## src/rtl/mips32_mem_arbiter.sv

```systemverilog
// Single-port memory arbiter sharing unified memory between instruction fetch (IF)
// and data load/store (D); D has priority, a starvation counter guarantees IF progress.
module mips32_mem_arbiter #(
    parameter int unsigned AW         = 10,
    parameter int unsigned DW         = 32,
    parameter int unsigned STARVE_MAX = 4
) (
    input  logic          clk1_i,
    input  logic          rst_n_i,
    input  logic          halted_i,

    input  logic          if_req_i,
    input  logic [AW-1:0] if_addr_i,
    output logic          if_gnt_o,
    output logic          if_rvalid_o,
    output logic [DW-1:0] if_rdata_o,

    input  logic          d_req_i,
    input  logic          d_we_i,
    input  logic [AW-1:0] d_addr_i,
    input  logic [DW-1:0] d_wdata_i,
    output logic          d_gnt_o,
    output logic          d_rvalid_o,
    output logic [DW-1:0] d_rdata_o,

    output logic          mem_en_o,
    output logic          mem_we_o,
    output logic [AW-1:0] mem_addr_o,
    output logic [DW-1:0] mem_wdata_o,
    input  logic [DW-1:0] mem_rdata_i
);

    localparam logic [3:0] StarveMax = 4'(STARVE_MAX);

    typedef enum logic [1:0] {
        OwnNone = 2'd0,
        OwnIf   = 2'd1,
        OwnD    = 2'd2
    } own_e;

    logic [3:0] starve_cnt_q, starve_cnt_d;
    own_e       rd_own_q, rd_own_d;

    logic if_elig;
    logic d_elig;
    logic force_if;
    logic if_win;
    logic d_win;

    // Winner selection: a saturated starvation counter overrides D priority.
    always_comb begin
        if_elig  = if_req_i && !halted_i;
        d_elig   = d_req_i;
        force_if = (starve_cnt_q == StarveMax);
        if_win   = 1'b0;
        d_win    = 1'b0;
        if (force_if && if_elig) begin
            if_win = 1'b1;
        end else if (d_elig) begin
            d_win = 1'b1;
        end else if (if_elig) begin
            if_win = 1'b1;
        end
    end

    always_comb begin
        if_gnt_o    = if_win;
        d_gnt_o     = d_win;
        mem_en_o    = if_win | d_win;
        mem_we_o    = d_win & d_we_i;
        mem_addr_o  = '0;
        mem_wdata_o = '0;
        if (if_win) begin
            mem_addr_o = if_addr_i;
        end else if (d_win) begin
            mem_addr_o  = d_addr_i;
            mem_wdata_o = d_wdata_i;
        end
    end

    always_comb begin
        starve_cnt_d = starve_cnt_q;
        if (if_win || !if_req_i || halted_i) begin
            starve_cnt_d = 4'd0;
        end else if (if_elig && (starve_cnt_q != StarveMax)) begin
            starve_cnt_d = starve_cnt_q + 4'd1;
        end
    end

    always_comb begin
        rd_own_d = OwnNone;
        if (if_win) begin
            rd_own_d = OwnIf;
        end else if (d_win && !d_we_i) begin
            rd_own_d = OwnD;
        end
    end

    always_ff @(posedge clk1_i or negedge rst_n_i) begin
        if (!rst_n_i) begin
            starve_cnt_q <= 4'd0;
            rd_own_q     <= OwnNone;
        end else begin
            starve_cnt_q <= starve_cnt_d;
            rd_own_q     <= rd_own_d;
        end
    end

    // Read data is gated so the idle requester always sees zero.
    always_comb begin
        if_rvalid_o = (rd_own_q == OwnIf);
        d_rvalid_o  = (rd_own_q == OwnD);
        if_rdata_o  = if_rvalid_o ? mem_rdata_i : '0;
        d_rdata_o   = d_rvalid_o ? mem_rdata_i : '0;
    end

endmodule

```

## config.mk

```make
export PLATFORM = sky130hd
export DESIGN_NAME = mips32_mem_arbiter
export DESIGN_NICKNAME = d
export VERILOG_FILES = /design/src/rtl/mips32_mem_arbiter.sv
export SDC_FILE = /design/constraint.sdc
export NUM_CORES = 1
export LEC_CHECK = 0
export BUFFER_PORTS_ARGS = -buffer_cell sky130_fd_sc_hd__buf_2
export CAP_MARGIN = 20
export CELL_PAD_IN_SITES_DETAIL_PLACEMENT = 1
export CELL_PAD_IN_SITES_GLOBAL_PLACEMENT = 2
export CORE_MARGIN = 10
export CORE_UTILIZATION = 10
export CTS_CLUSTER_DIAMETER = 50
export DETAILED_ROUTE_END_ITERATION = 6
export GPL_ROUTABILITY_DRIVEN = 1
export PLACE_DENSITY = 0.95
export SLEW_MARGIN = 20
export SYNTH_ARGS = -nofsm -noshare
export SYNTH_HDL_FRONTEND = slang
export SYNTH_SLANG_ARGS = --single-unit
```

## constraint.sdc

```tcl
create_clock -name clk1_i -period 1.5 [get_ports clk1_i]
set_clock_uncertainty 0.05 [all_clocks]
set_input_delay 0.15 -clock clk1_i [delete_from_list [all_inputs] [get_ports clk1_i]]
set_output_delay 0.15 -clock clk1_i [all_outputs]
set_load 0.02 [all_outputs]
```

=== After elaboration in Yosys (flattened, before gate mapping) ===
Cells that the tools add are included.

* Register bits: 6
* Input bits: 90
* Output and inout port bits: 112
* Logic and storage cells: 34

* Add/sub/neg operators: 1
* Equality and inequality tests: 4
* Mux-type cells: 15
* Bitwise gates (word level): 2
* Reductions and logical operators: 10

{| class="wikitable"
|+ Operators with widths
! operator !! number
|-
| $mux W32 || 4
|-
| $mux W10 || 2
|-
| $mux W4 || 2
|-
| $mux W1 || 5
|-
| $add A4 B1 Y4 const B || 1
|-
| $eq A4 B3 Y1 const B || 1
|-
| $logic_and A1 B1 Y1 || 4
|-
| $mux W2 || 2
|-
| $ne A4 B3 Y1 const B || 1
|-
| $logic_not A1 Y1 || 3
|-
| $eq A2 B1 Y1 const B || 1
|-
| $eq A2 B2 Y1 const B || 1
|-
| $logic_or A1 B1 Y1 || 2
|-
| $reduce_bool A2 Y1 || 1
|-
| $and A1 B1 Y1 || 1
|-
| $or A1 B1 Y1 || 1
|}

=== Depth between registers and ports, before layout ===
* Word-level depth: 8
* Depth in mapped cells: 7

=== Worst setup path after synthesis ===
OpenSTA, ideal clock, no wires.

* Path kind: register -> output
* Start point: register starve_cnt_q[0]
* End point: output mem_addr_o[0]
* Arrival: 1.395 ns
* Data required time: 1.300 ns
* Path slack: -0.095 ns
* Cell stages (with the launch flop): 7
* Cells stage by stage: dfrtp_1 > inv_1 > ha_1 > nand3b_1 > a21oi_1 > buf_2 > a22o_1

* Elaborated cells between the ends (all ways): 6
* Classes of those cells: 1 x eq/ne; 4 x mux; 1 x reduce/logical

{| class="wikitable"
|+ RTL lines
! what !! RTL line !! RTL
|-
| from (decl) || 41 || <nowiki>logic [3:0] starve_cnt_q, starve_cnt_d;</nowiki>
|-
| from (signal assigned) || 104 || <nowiki>starve_cnt_q <= starve_cnt_d;</nowiki>
|-
| $eq A4 B3 Y1 || 54 || <nowiki>force_if = (starve_cnt_q == StarveMax);</nowiki>
|-
| $logic_and A1 B1 Y1 || 57 || <nowiki>if (force_if && if_elig) begin</nowiki>
|-
| $mux W1 || 57 ||
|-
| named net if_gnt_o || 14 || <nowiki>output logic if_gnt_o,</nowiki>
|-
| $mux W10 || 73 || <nowiki>if (if_win) begin</nowiki>
|-
| to (decl) || 28 || <nowiki>output logic [AW-1:0] mem_addr_o,</nowiki>
|}

The timed path passes the listed nets, and every way through them passes these cells.

=== Worst setup path after layout ===
* Start point: register starve_cnt_q[0]
* End point: output mem_addr_o[6]

* Longest elaborated chain between the ends: 5
* Elaborated cells between the ends (all ways): 6
* Classes of those cells: 1 x eq/ne; 4 x mux; 1 x reduce/logical

{| class="wikitable"
|+ Ends and longest elaborated chain
! what !! RTL line !! RTL
|-
| $eq A4 B3 Y1 (*) || 54 ||
|-
| $logic_and A1 B1 Y1 (*) || 57 ||
|-
| $mux W1 || 57 ||
|-
| $mux W10 || 75 || <nowiki>end else if (d_win) begin</nowiki>
|-
| $mux W10 (*) || 73 ||
|}

Mark *: on every way between the ends. The rest lies on a longest branch, timed or not.

==> flow_summary.yaml <==
sta:
  layout_setup_ws_ns: -0.465
  min_period_ns: 1.97
  min_period_over_period_pct: 131
  grt_setup_unrepaired: "yes"
  finalMaxSlewViolations: 0
  worst_slew_margin_rel_pct: 85.3
  timing_worst_slew_pin_value_ns: 0.221
  setup_violations: 105
  achievable-frequency_mhz: 509
  finalHoldViolations: 0
cells_and_area:
  most_frequent_standard_cell_in_the_layout_excluding_fill_and_tap_cells: "sky130_fd_sc_hd__buf_6"
  area.growth.synth_to_final_pct: 250
  antennaDiodeCount: 0
  finalCoreUtilization_pct: 36.0
  drive_gt1_share_pct: 93.2
  most_frequent_cells_in_the_layout: "114 x sky130_fd_sc_hd__buf_6, 97 x sky130_fd_sc_hd__and2_4, 92 x sky130_fd_sc_hd__buf_2"
  fin_area_um2: 3710
  final_nets: 461
placement:
  detailed_place_hpwl_mm: 6.65
  finalWeightedCongestion: 0.844
  placement.cell_area_um2: 2390
  io_buffer_count: 201
global_route:
  grt_start_max_net_pins: 34
  antenna_found_initial: 0
  grt-ovfl-total: 0
  via_count_of_the_first_global_routing_pass: 2146
  wire_length_of_the_first_global_routing_pass_mm: 11.5
  grtUsageTotal_pct: 9.49
power_and_ir_drop:
  vdd_drop_max_mv: 0.244
  report.power.total_mw: 1.41
  cellLeakagePower_nw: 1.94
  power.density_cell_area_nw_per_um2: 379
die:
  chipHeight_um: 123
  die_x_um: 123
  core_area_um2: 10300
  die-area_um2: 15100
  io_pins: 202
  floorplan.initialDensity_pct: 10.3
  floorplan.rows: 37
synthesis:
  synthesis.instances: 146
  simple_gate_portion_of_the_synthesized_area_pct: 63.5
  post_synth.cell_area_avg_um2: 7.28
  netlist-cell-type-count: 18
  synth_seq_area_share_pct: 14.1
  synthesis.area_um2: 1060
  synthXorXnorAreaFrac_pct: 1.65
  synth_top_family_by_area: "simple AND/OR/NAND/NOR gates"
  compound_cell_area_share_of_the_yosys_netlist_pct: 9.42
  yosys_warnings: 0
  synth_nets: 238
  synth_adder_area_share_pct: 2.36
  muxShareOfSynthArea_pct: 0
  synth.ff_latch_count: 6
clock_tree:
  cts_max_path_buffers: 2
  cts-buffers-inserted: 3
  clkSlewWorstSetupHoldPaths_ns: 0.04
  ctsHtreeMaxLevel: 1
  cts_tree: "built"
  clockRootBuffer: "sky130_fd_sc_hd__clkbuf_8"
  cts_num_sinks: 6
  clk_latency_worst_skew_pair_ns: 0.22
worst_setup_path:
  timing_worst_setup_path_type: "register to primary output"
  worstSetupEndpointType: "primary output"
  crit_path_cell_chain: "inv_2, ha_4, nand3b_1, o21a_4, buf_12, a22o_4, buf_6"
  buffers_plus_inverters_on_the_worst_setup_path: 3
  crit_arrival_ns: 1.77
  worst-endpoint-required_ns: 1.30
  crit_path_start_kind: "register"
  cpMaxStageDelayCell: "sky130_fd_sc_hd__dfrtp_1"
  critical_path_peak_fanout: 6
  cpLargestDelayFamily: "compound AO/OA/AOI/OAI gates"
  cp_slowest_stage_delay_ns: 0.39
route:
  wl_final_mm: 9.65
  route.detailed.vias_per_inst: 3.83
  drt_iter0_drc: 31
  drt.antenna.violating_nets: 0
  drt_pre_antenna_iters: 4
  detailroute.via_count: 1928
  wl_per_cell_um: 19.2
  post-route-drc-count: 0
status:
  failed_checks: "negative setup slack"
  outcome: "finished with violations"
worst_hold_path:
  hold_class: "primary input to register"
job:
  cap_viol_max_count: 0
area by class of cell:
| cell class | instances | area [µm²] |
|---|---|---|
| clock buffers | 3 | 41.3 |
| fillers | 1184 | 6610 |
| inverters | 3 | 11.3 |
| multi-input cells | 125 | 1160 |
| flip-flops and latches | 6 | 150 |
| well taps | 136 | 170 |
| repair buffers | 230 | 2180 |
registers in the layout, indices dropped and copies added (netlist names):
signal,cells
starve_cnt_q,4
rd_own_q,2
synthesized netlist by cell type:
cell type | count | area, µm²
sky130_fd_sc_hd__buf_2 | 1 | 5.00
sky130_fd_sc_hd__nand4b_1 | 1 | 8.76
sky130_fd_sc_hd__nand2b_1 | 2 | 12.5
sky130_fd_sc_hd__nand3_1 | 1 | 5.00
sky130_fd_sc_hd__xor2_1 | 1 | 8.76
sky130_fd_sc_hd__and2_1 | 97 | 607
sky130_fd_sc_hd__inv_1 | 3 | 11.3
sky130_fd_sc_hd__buf_6 | 5 | 56.3
sky130_fd_sc_hd__a21oi_1 | 1 | 5.00
sky130_fd_sc_hd__a22o_1 | 10 | 87.6
sky130_fd_sc_hd__ha_1 | 2 | 25.0
sky130_fd_sc_hd__nor2_1 | 4 | 15.0
sky130_fd_sc_hd__nand3b_1 | 1 | 7.51
sky130_fd_sc_hd__nor2b_1 | 3 | 18.8
sky130_fd_sc_hd__clkbuf_1 | 6 | 22.5
sky130_fd_sc_hd__o21a_1 | 1 | 7.51
sky130_fd_sc_hd__xnor2_1 | 1 | 8.76
sky130_fd_sc_hd__dfrtp_1 | 6 | 150
stage by stage:
stage / setup slack [ns] / instances / setup TNS [ns] / hold slack, ns
6_report: -0.465 / 503 / -19.92 / 0.0742
5_1_grt: -0.543 / 503 / -25.89 / 0.0760
4_1_cts: -0.432 / 491 / -16.49 / 0.0645
3_5_place_dp: -0.199 / 481 / -6.71 / -0.0602
3_3_place_gp: -0.157 / 481 / -4.78 / -0.0671
2_1_floorplan: -0.0614 / 146 / -0.556 / -0.196
power by group:
group / internal, mW / total (mW) / switching [mW]
Clock: 0.173 / 0.245 / 0.0726
Combinational: 0.563 / 0.991 / 0.428
Sequential: 0.167 / 0.170 / 0.00381
Total: 0.902 / 1.41 / 0.505
logic make-up after synthesis:
logic type,Yosys count
AND/OR/NAND/NOR,109
adder cells (fa/ha/maj),2
buffers and inverters,15
AO/OA/AOI/OAI,12
XOR/XNOR,2
flip-flops,6
path summary, 6_finish.rpt:
kind | start | endpoint | slack [ns] | cells past startpoint
max | starve_cnt_q[0]$_DFFE_PN0P_ | mem_addr_o[6] | -0.47 | 7
min | d_we_i | rd_own_q[1]$_DFF_PN0_ | 0.07 | 2
max reg2reg | starve_cnt_q[0]$_DFFE_PN0P_ | rd_own_q[0]$_DFF_PN0_ | 0.03 | 7
min reg2reg | starve_cnt_q[2]$_DFFE_PN0P_ | starve_cnt_q[2]$_DFFE_PN0P_ | 0.61 | 3
max in group asynchronous | rst_n_i | starve_cnt_q[3]$_DFFE_PN0P_ | 1.02 | 2
min in group asynchronous | rst_n_i | rd_own_q[1]$_DFF_PN0_ | 0.23 | 2
repair_timing:
action	in CTS	in global routing
hold buffers	1	0
setup buffers	5	3
pin swaps	13	81
cloned	1	11
hold endpoints to repair	6	0
setup endpoints to repair	96	111
gates resized for setup	103	203
layer usage:
metal	global-route usage (%)	share of wire [%]	routed length [µm]
met3	7.43	18	1760
met5	0	0	0
met1	8.76	33	3140
met2	16.2	49	4710
met4	2.26	0.37	36
Note: power is estimated with default switching activity, not from simulation.
